$ cat src/rtl/regfile_wb_arbiter_if.sv
// Write-back bus between the ALU / load-FPU result sources and the
// register-file write port.
interface regfile_wb_arbiter_if;
  logic        alu_valid;
  logic        alu_ready;
  logic [5:0]  alu_addr;
  logic [63:0] alu_data;
  logic        mem_valid;
  logic        mem_ready;
  logic [5:0]  mem_addr;
  logic [63:0] mem_data;
  logic        write_enable;
  logic [5:0]  write_addr;
  logic [63:0] write_data;
  logic        busy;

  modport master (
    output alu_valid, alu_addr, alu_data,
    output mem_valid, mem_addr, mem_data,
    input  alu_ready, mem_ready,
    input  write_enable, write_addr, write_data, busy
  );

  modport slave (
    input  alu_valid, alu_addr, alu_data,
    input  mem_valid, mem_addr, mem_data,
    output alu_ready, mem_ready,
    output write_enable, write_addr, write_data, busy
  );
endinterface

$ cat src/rtl/regfile_wb_arbiter.sv
// Register-file write-back arbiter: two per-source FIFOs (ALU, load/FPU)
// merged round-robin onto a single registered write port.
module regfile_wb_arbiter #(
  parameter int unsigned DEPTH   = 2,
  parameter bit          DROP_X0 = 1'b1
) (
  input logic                 clk,
  input logic                 rst,
  regfile_wb_arbiter_if.slave bus
);

  localparam int unsigned PW = $clog2(DEPTH);
  localparam int unsigned CW = PW + 1;
  localparam int unsigned EW = 70;
  localparam logic [CW-1:0] FULL = CW'(DEPTH);

  typedef enum logic {SRC_ALU = 1'b0, SRC_MEM = 1'b1} src_e;

  logic [EW-1:0] q_mem    [2][DEPTH];
  logic [PW-1:0] wr_ptr   [2];
  logic [PW-1:0] rd_ptr   [2];
  logic [CW-1:0] count    [2];
  logic [EW-1:0] in_entry [2];
  logic [EW-1:0] head     [2];
  logic [1:0]    in_valid;
  logic [1:0]    q_ready;
  logic [1:0]    push;
  logic [1:0]    pop;
  logic [1:0]    nonempty;

  src_e        last_grant;
  src_e        grant_src;
  logic        grant_valid;
  logic        we_q;
  logic [5:0]  wa_q;
  logic [63:0] wd_q;

  // Per-queue status and accept decode; x0 writes complete the handshake but are not stored.
  always_comb begin
    in_valid    = {bus.mem_valid, bus.alu_valid};
    in_entry[0] = {bus.alu_addr, bus.alu_data};
    in_entry[1] = {bus.mem_addr, bus.mem_data};
    q_ready     = '0;
    nonempty    = '0;
    push        = '0;
    for (int unsigned i = 0; i < 2; i++) begin
      q_ready[i]  = count[i] < FULL;
      nonempty[i] = count[i] != '0;
      push[i]     = in_valid[i] && q_ready[i] &&
                    !(DROP_X0 && (in_entry[i][EW-1 -: 6] == 6'd0));
      head[i]     = q_mem[i][rd_ptr[i]];
    end
  end

  // Round-robin grant: a lone non-empty queue wins, otherwise the one not granted last.
  always_comb begin
    grant_valid = 1'b0;
    grant_src   = SRC_ALU;
    pop         = '0;
    if (nonempty[0] && nonempty[1]) begin
      grant_valid = 1'b1;
      grant_src   = (last_grant == SRC_MEM) ? SRC_ALU : SRC_MEM;
    end else if (nonempty[0]) begin
      grant_valid = 1'b1;
      grant_src   = SRC_ALU;
    end else if (nonempty[1]) begin
      grant_valid = 1'b1;
      grant_src   = SRC_MEM;
    end
    if (grant_valid) pop[grant_src] = 1'b1;
  end

  // Queue pointers and occupancy; pointers wrap naturally since DEPTH is a power of two.
  always_ff @(posedge clk) begin
    if (rst) begin
      for (int unsigned i = 0; i < 2; i++) begin
        wr_ptr[i] <= '0;
        rd_ptr[i] <= '0;
        count[i]  <= '0;
      end
    end else begin
      for (int unsigned i = 0; i < 2; i++) begin
        if (push[i]) wr_ptr[i] <= wr_ptr[i] + PW'(1);
        if (pop[i])  rd_ptr[i] <= rd_ptr[i] + PW'(1);
        case ({push[i], pop[i]})
          2'b10:   count[i] <= count[i] + CW'(1);
          2'b01:   count[i] <= count[i] - CW'(1);
          default: count[i] <= count[i];
        endcase
      end
    end
  end

  // Queue storage, left unreset since occupancy alone determines validity.
  always_ff @(posedge clk) begin
    for (int unsigned i = 0; i < 2; i++) begin
      if (!rst && push[i]) q_mem[i][wr_ptr[i]] <= in_entry[i];
    end
  end

  // Registered write port; address/data hold when no grant.
  always_ff @(posedge clk) begin
    if (rst) begin
      we_q       <= 1'b0;
      wa_q       <= '0;
      wd_q       <= '0;
      last_grant <= SRC_MEM;
    end else begin
      we_q <= grant_valid;
      if (grant_valid) begin
        {wa_q, wd_q} <= head[grant_src];
        last_grant   <= grant_src;
      end
    end
  end

  assign bus.alu_ready    = q_ready[0];
  assign bus.mem_ready    = q_ready[1];
  assign bus.write_enable = we_q;
  assign bus.write_addr   = wa_q;
  assign bus.write_data   = wd_q;
  assign bus.busy         = (|nonempty) || we_q;

endmodule

$ cat src/flat_wrapper.sv
// flat-port wrapper written by rule: the top's interface ports become plain ports
module regfile_wb_arbiter_flat 
#(
  parameter int unsigned DEPTH   = 2,
  parameter bit          DROP_X0 = 1'b1
)
  (clk, rst, bus_alu_valid, bus_alu_addr, bus_alu_data, bus_mem_valid, bus_mem_addr, bus_mem_data, bus_alu_ready, bus_mem_ready, bus_write_enable, bus_write_addr, bus_write_data, bus_busy);
  regfile_wb_arbiter_if bus_i ();
  input logic clk;
  input logic rst;
  input wire logic [$bits(bus_i.alu_valid)-1:0] bus_alu_valid;
  input wire logic [$bits(bus_i.alu_addr)-1:0] bus_alu_addr;
  input wire logic [$bits(bus_i.alu_data)-1:0] bus_alu_data;
  input wire logic [$bits(bus_i.mem_valid)-1:0] bus_mem_valid;
  input wire logic [$bits(bus_i.mem_addr)-1:0] bus_mem_addr;
  input wire logic [$bits(bus_i.mem_data)-1:0] bus_mem_data;
  output wire logic [$bits(bus_i.alu_ready)-1:0] bus_alu_ready;
  output wire logic [$bits(bus_i.mem_ready)-1:0] bus_mem_ready;
  output wire logic [$bits(bus_i.write_enable)-1:0] bus_write_enable;
  output wire logic [$bits(bus_i.write_addr)-1:0] bus_write_addr;
  output wire logic [$bits(bus_i.write_data)-1:0] bus_write_data;
  output wire logic [$bits(bus_i.busy)-1:0] bus_busy;
  assign bus_i.alu_valid = bus_alu_valid;
  assign bus_i.alu_addr = bus_alu_addr;
  assign bus_i.alu_data = bus_alu_data;
  assign bus_i.mem_valid = bus_mem_valid;
  assign bus_i.mem_addr = bus_mem_addr;
  assign bus_i.mem_data = bus_mem_data;
  assign bus_alu_ready = bus_i.alu_ready;
  assign bus_mem_ready = bus_i.mem_ready;
  assign bus_write_enable = bus_i.write_enable;
  assign bus_write_addr = bus_i.write_addr;
  assign bus_write_data = bus_i.write_data;
  assign bus_busy = bus_i.busy;
  regfile_wb_arbiter #(.DEPTH(DEPTH), .DROP_X0(DROP_X0)) u_core (.clk(clk), .rst(rst), .bus(bus_i));
endmodule
$ cat config.mk
export PLATFORM = sky130hd
export DESIGN_NAME = regfile_wb_arbiter_flat
export DESIGN_NICKNAME = d
export VERILOG_FILES = /design/src/rtl/regfile_wb_arbiter_if.sv /design/src/rtl/regfile_wb_arbiter.sv /design/src/flat_wrapper.sv
export SDC_FILE = /design/constraint.sdc
export NUM_CORES = 1
export LEC_CHECK = 0
export ABC_CLOCK_PERIOD_IN_PS = 8800
export BUFFER_PORTS_ARGS = -buffer_cell sky130_fd_sc_hd__buf_4
export CORE_AREA = 2 2 189 191
export DETAILED_ROUTE_END_ITERATION = 8
export DIE_AREA = 0 0 191 193
export PLACE_DENSITY = 0.65
export SYNTH_ARGS = -nofsm -noshare
export SYNTH_HDL_FRONTEND = slang
export SYNTH_SLANG_ARGS = --single-unit
$ cat constraint.sdc
create_clock -name clk -period 8.8 [get_ports clk]
set_clock_uncertainty 0.2 [all_clocks]
set_input_delay 0.88 -clock clk [delete_from_list [all_inputs] [get_ports clk]]
set_output_delay 0.88 -clock clk [all_outputs]
set_load 0.03 [all_outputs]
* Yosys cells after proc, flatten, opt, wreduce, memory -nomap -nowiden
Memory sizes are Yosys's and may differ from the RTL's.
Index checks and enable logic that the tools add are counted.
** Word-level totals
- RAM bits :: 288
- Input bits :: 144
- Memories kept :: 4
- Output and inout port bits :: 74
- Bits in registers :: 72
- Logic and storage cells :: 135
** Operators by class
- Magnitude comparators :: 11
- Bitwise gates (word level) :: 15
- Reduce and logical (&&, ||, !) cells :: 21
- Equal/unequal tests :: 4
- Muxes and demuxes :: 68
- Add/subtract/negate cells :: 8
** Memories
- u_core.q_mem :: depth 2, bits a word 140, read ports 2, clocked after Yosys merged registers in 0, write ports 2, RTL line regfile_wb_arbiter.sv:19 : logic [EW-1:0] q_mem [2][DEPTH];
- u_core.count :: depth 2, bits a word 2, read ports 2, clocked after Yosys merged registers in 0, write ports 2, RTL line regfile_wb_arbiter.sv:22 : logic [CW-1:0] count [2];
- u_core.rd_ptr :: depth 2, bits a word 1, read ports 2, clocked after Yosys merged registers in 0, write ports 2, RTL line regfile_wb_arbiter.sv:21 : logic [PW-1:0] rd_ptr [2];
- u_core.wr_ptr :: depth 2, bits a word 1, read ports 2, clocked after Yosys merged registers in 0, write ports 2, RTL line regfile_wb_arbiter.sv:20 : logic [PW-1:0] wr_ptr [2];
** Operator list (count)
- $mux W70 :: 11
- $mux W140 :: 2
- $demux W70 S1 :: 2
- $mux W1 :: 45
- $mux W2 :: 7
- $logic_not A6 Y1 :: 2
- $ge A2 B2 Y1 const B :: 5
- $logic_and A1 B1 Y1 :: 10
- $not A1 Y2 :: 5
- $or A1 B1 Y1 :: 10
- $reduce_or A2 Y1 :: 3
- $add A1 B1 Y1 const B :: 4
- $add A2 B1 Y2 const B :: 2
- $eq A2 B1 Y1 const B :: 2
- $eq A2 B2 Y1 const B :: 2
- $lt A2 B1 Y1 const B :: 2
- $lt A2 B2 Y1 const B :: 2
- $reduce_bool A2 Y1 :: 2
- $sub A2 B1 Y2 const B :: 2
- $logic_not A1 Y1 :: 3
- $lt A1 B2 Y1 const B :: 1
- $demux W1 S1 :: 1
- $ge A1 B1 Y1 const B :: 1
- $logic_or A1 B1 Y1 :: 1

* Longest topological paths before layout
Gate-level depths: netlist of run 1.
- Word-level depth :: 16
- Mapped depth :: 12
- Depth with buffers taken out :: 9

* Least setup slack after synthesis of run 1
Ideal clock, no wire load.
- Kind :: input port to flip-flop
- Start point :: in rst
- End point :: mem u_core.q_mem[0][0] (netlist name), enable pin
- Arrival :: 6.384 ns
- Library setup time :: 0.599 ns
- Required time :: 8.001 ns
- Cell stages on the path :: 3
- Setup slack :: 1.617 ns
- Path buffers :: 2
- Cell sequence :: clkbuf_1 clkbuf_1 nor3b_1
** RTL lines
- start: declaration :: RTL line flat_wrapper.sv:10 : input logic rst;
- end: declaration :: RTL line regfile_wb_arbiter.sv:19

==> metrics.txt, run 1 <==
Clk Latency, worst-skew pair between 500 and 600 ps; top cell type by total area after synthesis edfxtp_1; crit share post-route 0.459; first-pass GRT wire length 49100 um; post-cts resize count 0; syn avg cell area 15.1 um^2; post-route antenna net violation count 0; Die W 191 um; fin cells 1597; CTS root buf clkbuf_16; Hold Path Origin u_core.last_grant; CP required slightly below 8000 ps; dpl hpwl 19200 um; utilization after layout 0.488; Area Overhead vs Synth 23.8%; register area a little over 10000 um^2; endpoints failing hold 0; NetSw 2.03 mW; nature of the critical path startpoint register; delay-heaviest family, CP buffers and inverters; largest net degree at the start of global routing 84; top cell type's share of synthesized area 0.627; Rel. slew slack 0.275; cell row count 69; leakage around 6 nW; # port buffers about 220; setup TNS 0 ps; Syn Nets 1060; Post-synth top cells edfxtp_1 (288), nor2b_1 (140), a2111oi_0 (83); Critical Path Most Common Cell buf_4; Yosys cell types 31; Starting Density 0.394; Max IR drop VDD 0.313 mV; vias per cell roughly 5.3; CP Capture Type output port; Yosys reg bits between 300 and 400; Syn. warnings 0; max-cap viol count 0; Bufs on Longest Clock Path 3; dominant synthesized flop cell edfxtp_1; Worst Max-Slew Pin Slew 1090 ps; final hold slack 270 ps; CP cell instances inv_1 > ha_4 > nor3b_4 > buf_4 > nand2b_1 > buf_4; H-tree levels 2; Placed Instances ~1500; min Tclk post-route 4040 ps; Slowest-stage cell, CP ha_4; nets@finish 1253; R2R Setup Slk 4960 ps; vias in the first global route 8603; reg2reg end u_core.count[1][1]; hold buffers post-CTS 0; most frequent cell after synthesis edfxtp_1; fraction of power consumed by the clock network 0.287; CTS tree yes; Setup Buffers After CTS 0; Final WS setup 4760 ps; gp weighted congestion approximately 0.72; P per Cell Area 338 nW/um^2; Avg WL per Cell around 20 um; Comb pwr share 0.324; total track usage 0.174; Synth async-reset ratio 0; FILL cells 3018; share of cells above drive strength 1 0.268; Die ar. around 37000 um^2; # clock sinks 360; cts bufs inserted 39; Worst Path Buf+Inv 3; WHS Endpoint u_core.last_grant; status completed; Die Y 193 um; sequential fraction of design power 0.389; hold depth 2; Multi-input gate area between 3000 and 4000 um^2; Final Setup Violations 0; Ports 218; Worst R2R Start u_core.count[1][0]; sequential fraction of the synthesis area 0.732; pre-CTS WS between 4000 and 5000 ps; grt total ovfl 0; Pint between 3 and 4 mW; First-pass DRT Iterations 5; largest cells by area after synthesis edfxtp_1 (63%), dfxtp_1 (10%), nor2b_1 (6.4%); Vias 8478; final WL 32400 um; Core Region 35000 um^2; count of pins over their slew limit 0; FF-to-FF path depth 7; Post-Syn Instances approximately 910; initial antenna violation count 1; EDFF count, synth 288; Hold WC Path Type reg -> reg; Clock Pin Slew Worst Setup and Hold Paths 60 ps; RSZ-0062 raised after global routing no; DRC 0; FMAX 248 MHz; critical path arrival about 3000 ps; CP peak stage delay 700 ps; CP Max Fanout 73; critical path class reg -> out; 1st-iter DRT viols 486; Mapped Area 13800 um^2; Net Sw Frac 0.351
layout by cell type, fill, tap and decap left out, types with 10 or more instances in the layout:
| cell type | n |
|---|---|
| a2111oi_0 | 83 |
| a2111oi_1 | 56 |
| a211oi_1 | 72 |
| buf_4 | 230 |
| clkbuf_1 | 10 |
| clkbuf_16 | 40 |
| dfxtp_1 | 72 |
| edfxtp_1 | 288 |
| nor2_1 | 77 |
| nor2b_1 | 140 |
worst max path at each step:
stage | start | endpoint | slack, ps | cells after the start
floorplan | rst | u_core.q_mem[0][0] | 1620 | 3
global placement | u_core.count[1][1] | u_core.count[1][0] | 4920 | 7
detailed placement | u_core.count[1][0] | u_core.count[1][1] | 4860 | 7
CTS | u_core.count[1][0] | bus_busy | 4680 | 6
global route | u_core.count[1][0] | bus_busy | 4480 | 6
finish | u_core.count[1][0] | bus_busy | 4760 | 6
power groups by stage:
stage,combinational (mW),sequential [mW],clock (mW)
after floorplan,1.06,2.52,0
after global placement,1.87,2.28,0
after detailed placement,1.91,2.28,0
after CTS,1.92,2.25,1.69
after global routing,2.07,2.27,1.76
final,1.87,2.25,1.66
cells by family after synthesis:
logic type / Yosys count / synth area share
fa+ha+maj: 5 / 0.00454
xor+xnor: 1 / 0.000635
compound gates: 222 / 0.140
simple gates: 238 / 0.0940
buf+inv: 85 / 0.0295
flops: 360 / 0.732
final cells by class:
class                           instances  share of cell area
Inverter                                7             0.00154
Antenna cell                            1            0.000147
Tap cell                              461              0.0338
Sequential cell                       360               0.591
Clock buffer                           55              0.0649
Timing Repair Buffer                  230               0.101
Clock inverter                         17              0.0124
Multi-Input combinational cell        466               0.195
metrics by stage:
| step | area, um^2 | power [mW] |
|---|---|---|
| 3_3_place_gp | 15700 | 4.15 |
| 5_1_grt | 17100 | 6.10 |
| 3_5_place_dp | 15700 | 4.19 |
| 6_report | 17100 | 5.77 |
| 2_1_floorplan | 13800 | 3.58 |
| 4_1_cts | 17100 | 5.86 |
tightest hold or removal path, delay by kind of cell (launching register included):
| kind | cells | cell delay, ps |
|---|---|---|
| flops | 1 | 320 |
| simple gates | 2 | 120 |
layer usage:
| metal | up-vias | GRT usage | wire length (um) |
|---|---|---|---|
| met5 | - | 0 | 16 |
| met4 | 2 | 0.0435 | 557 |
| met3 | 42 | 0.0416 | 2100 |
| met2 | 224 | 0.304 | 15900 |
| met1 | 4212 | 0.219 | 13800 |
| li1 | 3998 | - | - |
sequential cells by signal (all words and copies together) (netlist names):
name,flops
u_core.q_mem,280
u_core.rd_ptr,2
u_core.last_grant,1
u_core.count,4
u_core.bus.write_data,64
u_core.bus.write_addr,6
u_core.wr_ptr,2
u_core.bus.write_enable,1
Power figures use the tool's default switching activity.
==> run 2, diff against run 1 <==
Settings changed: ABC_CLOCK_PERIOD_IN_PS 8800 to 3400, PLACE_DENSITY 0.65 to 0.68.
Clock period 8.8 ns to 3.4 ns, I/O delays scaled along.
==> metrics.txt, run 2 (synthesis gave the netlist of run 1 again) <==
status completed; setup TNS 0 ps (unchanged); # clock sinks 360 (unchanged); commonest non-fill, non-tap cell in the layout edfxtp_1; initial antenna violation count 1 (unchanged); RSZ-0062 raised after global routing no; final WL 36300 um (+12%); Die ar. 36900 um^2 (unchanged); Die Y 193 um (unchanged); Clk Latency, worst-skew pair 540 ps (about the same); Avg WL per Cell 20.8 um (+2.6%); Largest register FFs 280 (unchanged); critical path arrival 2680 ps (-280 ps); CP required 2860 ps (-4860 ps); highest-count cells in the layout ignoring fill and taps edfxtp_1 (288), buf_4 (238), nor2b_1 (140), dlygate4sd3_1 (140), a2111oi_0 (83); Max IR drop VDD 0.511 mV (+63%); nets@finish 1406 (+12%); post-route antenna net violation count 0 (unchanged); Setup Buffers After CTS 0 (unchanged); grt total ovfl 0 (unchanged); largest net degree at the start of global routing 77 (-8.3%); 1st-iter DRT viols 599 (+23%); Final Setup Violations 0 (unchanged); Bufs on Longest Clock Path 3 (unchanged); vias in the first global route 9598 (+12%); Slowest-stage cell, CP buf_12; CP Max Fanout 76 (+4.1%); vias per cell 5.28 (-0.47%); Core Region 35000 um^2 (unchanged); CTS root buf clkbuf_16; FMAX between 300 and 400 MHz; Ports 218 (unchanged); Starting Density 0.394 (unchanged); placed inst area 15900 um^2 (+1.2%); CP cell instances inv_1 > ha_2 > buf_4 > nor3b_4 > buf_12 > nand2b_1 > buf_4; utilization after layout 0.532 (+0.0439); hold buffers post-CTS 140 (+140); Worst Max-Slew Pin Slew 944 ps (-143 ps); CP Capture Type output port; cell row count 69 (unchanged); endpoints failing hold 0 (unchanged); total power draw 15.3 mW (+170%); Rel. slew slack 0.370 (+0.0953); total track usage 0.196 (+0.0219); delay-heaviest family, CP buffers and inverters; Worst Path Buf+Inv 4 (+1); cts bufs inserted 38 (-2.6%); nature of the critical path startpoint register; leakage 6.57 nW (+11%); H-tree levels 2 (unchanged); Clock Pin Slew Worst Setup and Hold Paths 60 ps (about the same); Hold WC Path Type in -> reg; gp weighted congestion 0.778 (+7.4%); dpl hpwl 19800 um (+3.2%); share of cells above drive strength 1 0.240 (-0.0282); Area Overhead vs Synth 34.9%; Crit. Startpoint u_core.count[1][1]; crit share post-route 0.948; critical path class reg -> out; design area 18600 um^2 (+9.0%); P per Cell Area 823 nW/um^2 (+140%); CTS tree yes; max-cap viol count 0 (unchanged); count of pins over their slew limit 0 (unchanged); min Tclk post-route 3220 ps; Hold Path Origin rst; Die W 191 um (unchanged); CP peak stage delay 430 ps (-270 ps); Worst R2R Start u_core.count[0][1]; Critical Path Most Common Cell buf_4; DRC 0 (unchanged); # port buffers 217 (unchanged); First-pass DRT Iterations 4 (-1); post-cts resize count 0 (unchanged); Vias 9231 (+8.9%); first-pass GRT wire length 54300 um (+11%)
run 2: path summary, 6_finish.rpt:
check / slack (ps) / endpoint / cells after the start
worst max-delay path: 180 / bus_busy / 7
worst min-delay path: 140 / u_core.bus.write_enable / 2
worst max register to register: 240 / u_core.count[0][1] / 6
worst min register to register: 280 / u_core.last_grant / 2
run 2: final cells by class:
type	instances	area, um^2
fillers	2817	16400
clock buffers	59	1140
repair buffers	384	3310
flip-flops and latches	360	10100
diodes	1	2.50
inverters	7	26.3
multi-input cells	466	3340
clock inverters	9	115
well taps	461	577
run 2: per-stage QoR:
| stage | cells | hold WS, ps | worst slack, ps |
|---|---|---|---|
| final | 1747 | 141 | 176 |
| after global routing | 1747 | 178 | 35.9 |
| after CTS | 1746 | 104 | 134 |
| after detailed placement | 1538 | 261 | 252 |
| after global placement | 1538 | 258 | 372 |
| after floorplan | 911 | 239 | 6.32 |
run 2: power breakdown:
| group | switching (mW) | internal [mW] |
|---|---|---|
| registers | 0.331 | 5.50 |
| logic | 3.47 | 1.85 |
| clock network | 1.64 | 2.53 |
| total | 5.44 | 9.88 |
run 2: worst register-to-register path, cell delays in order, from the launching register on:
cell,delay [ps]
edfxtp_1,500
o21a_2,390
or2_4,540
nand2_1,120
ha_1,310
o41ai_1,680
nor3_1,140
run 2: layer usage:
metal | vias to the layer above | part of all wire | global-route usage
met3 | 54 | 0.059 | 0.0407
met4 | 0 | 0.022 | 0.0739
li1 | 4299 | - | -
met1 | 4568 | 0.42 | 0.241
met2 | 310 | 0.50 | 0.342
met5 | - | 0 | 0
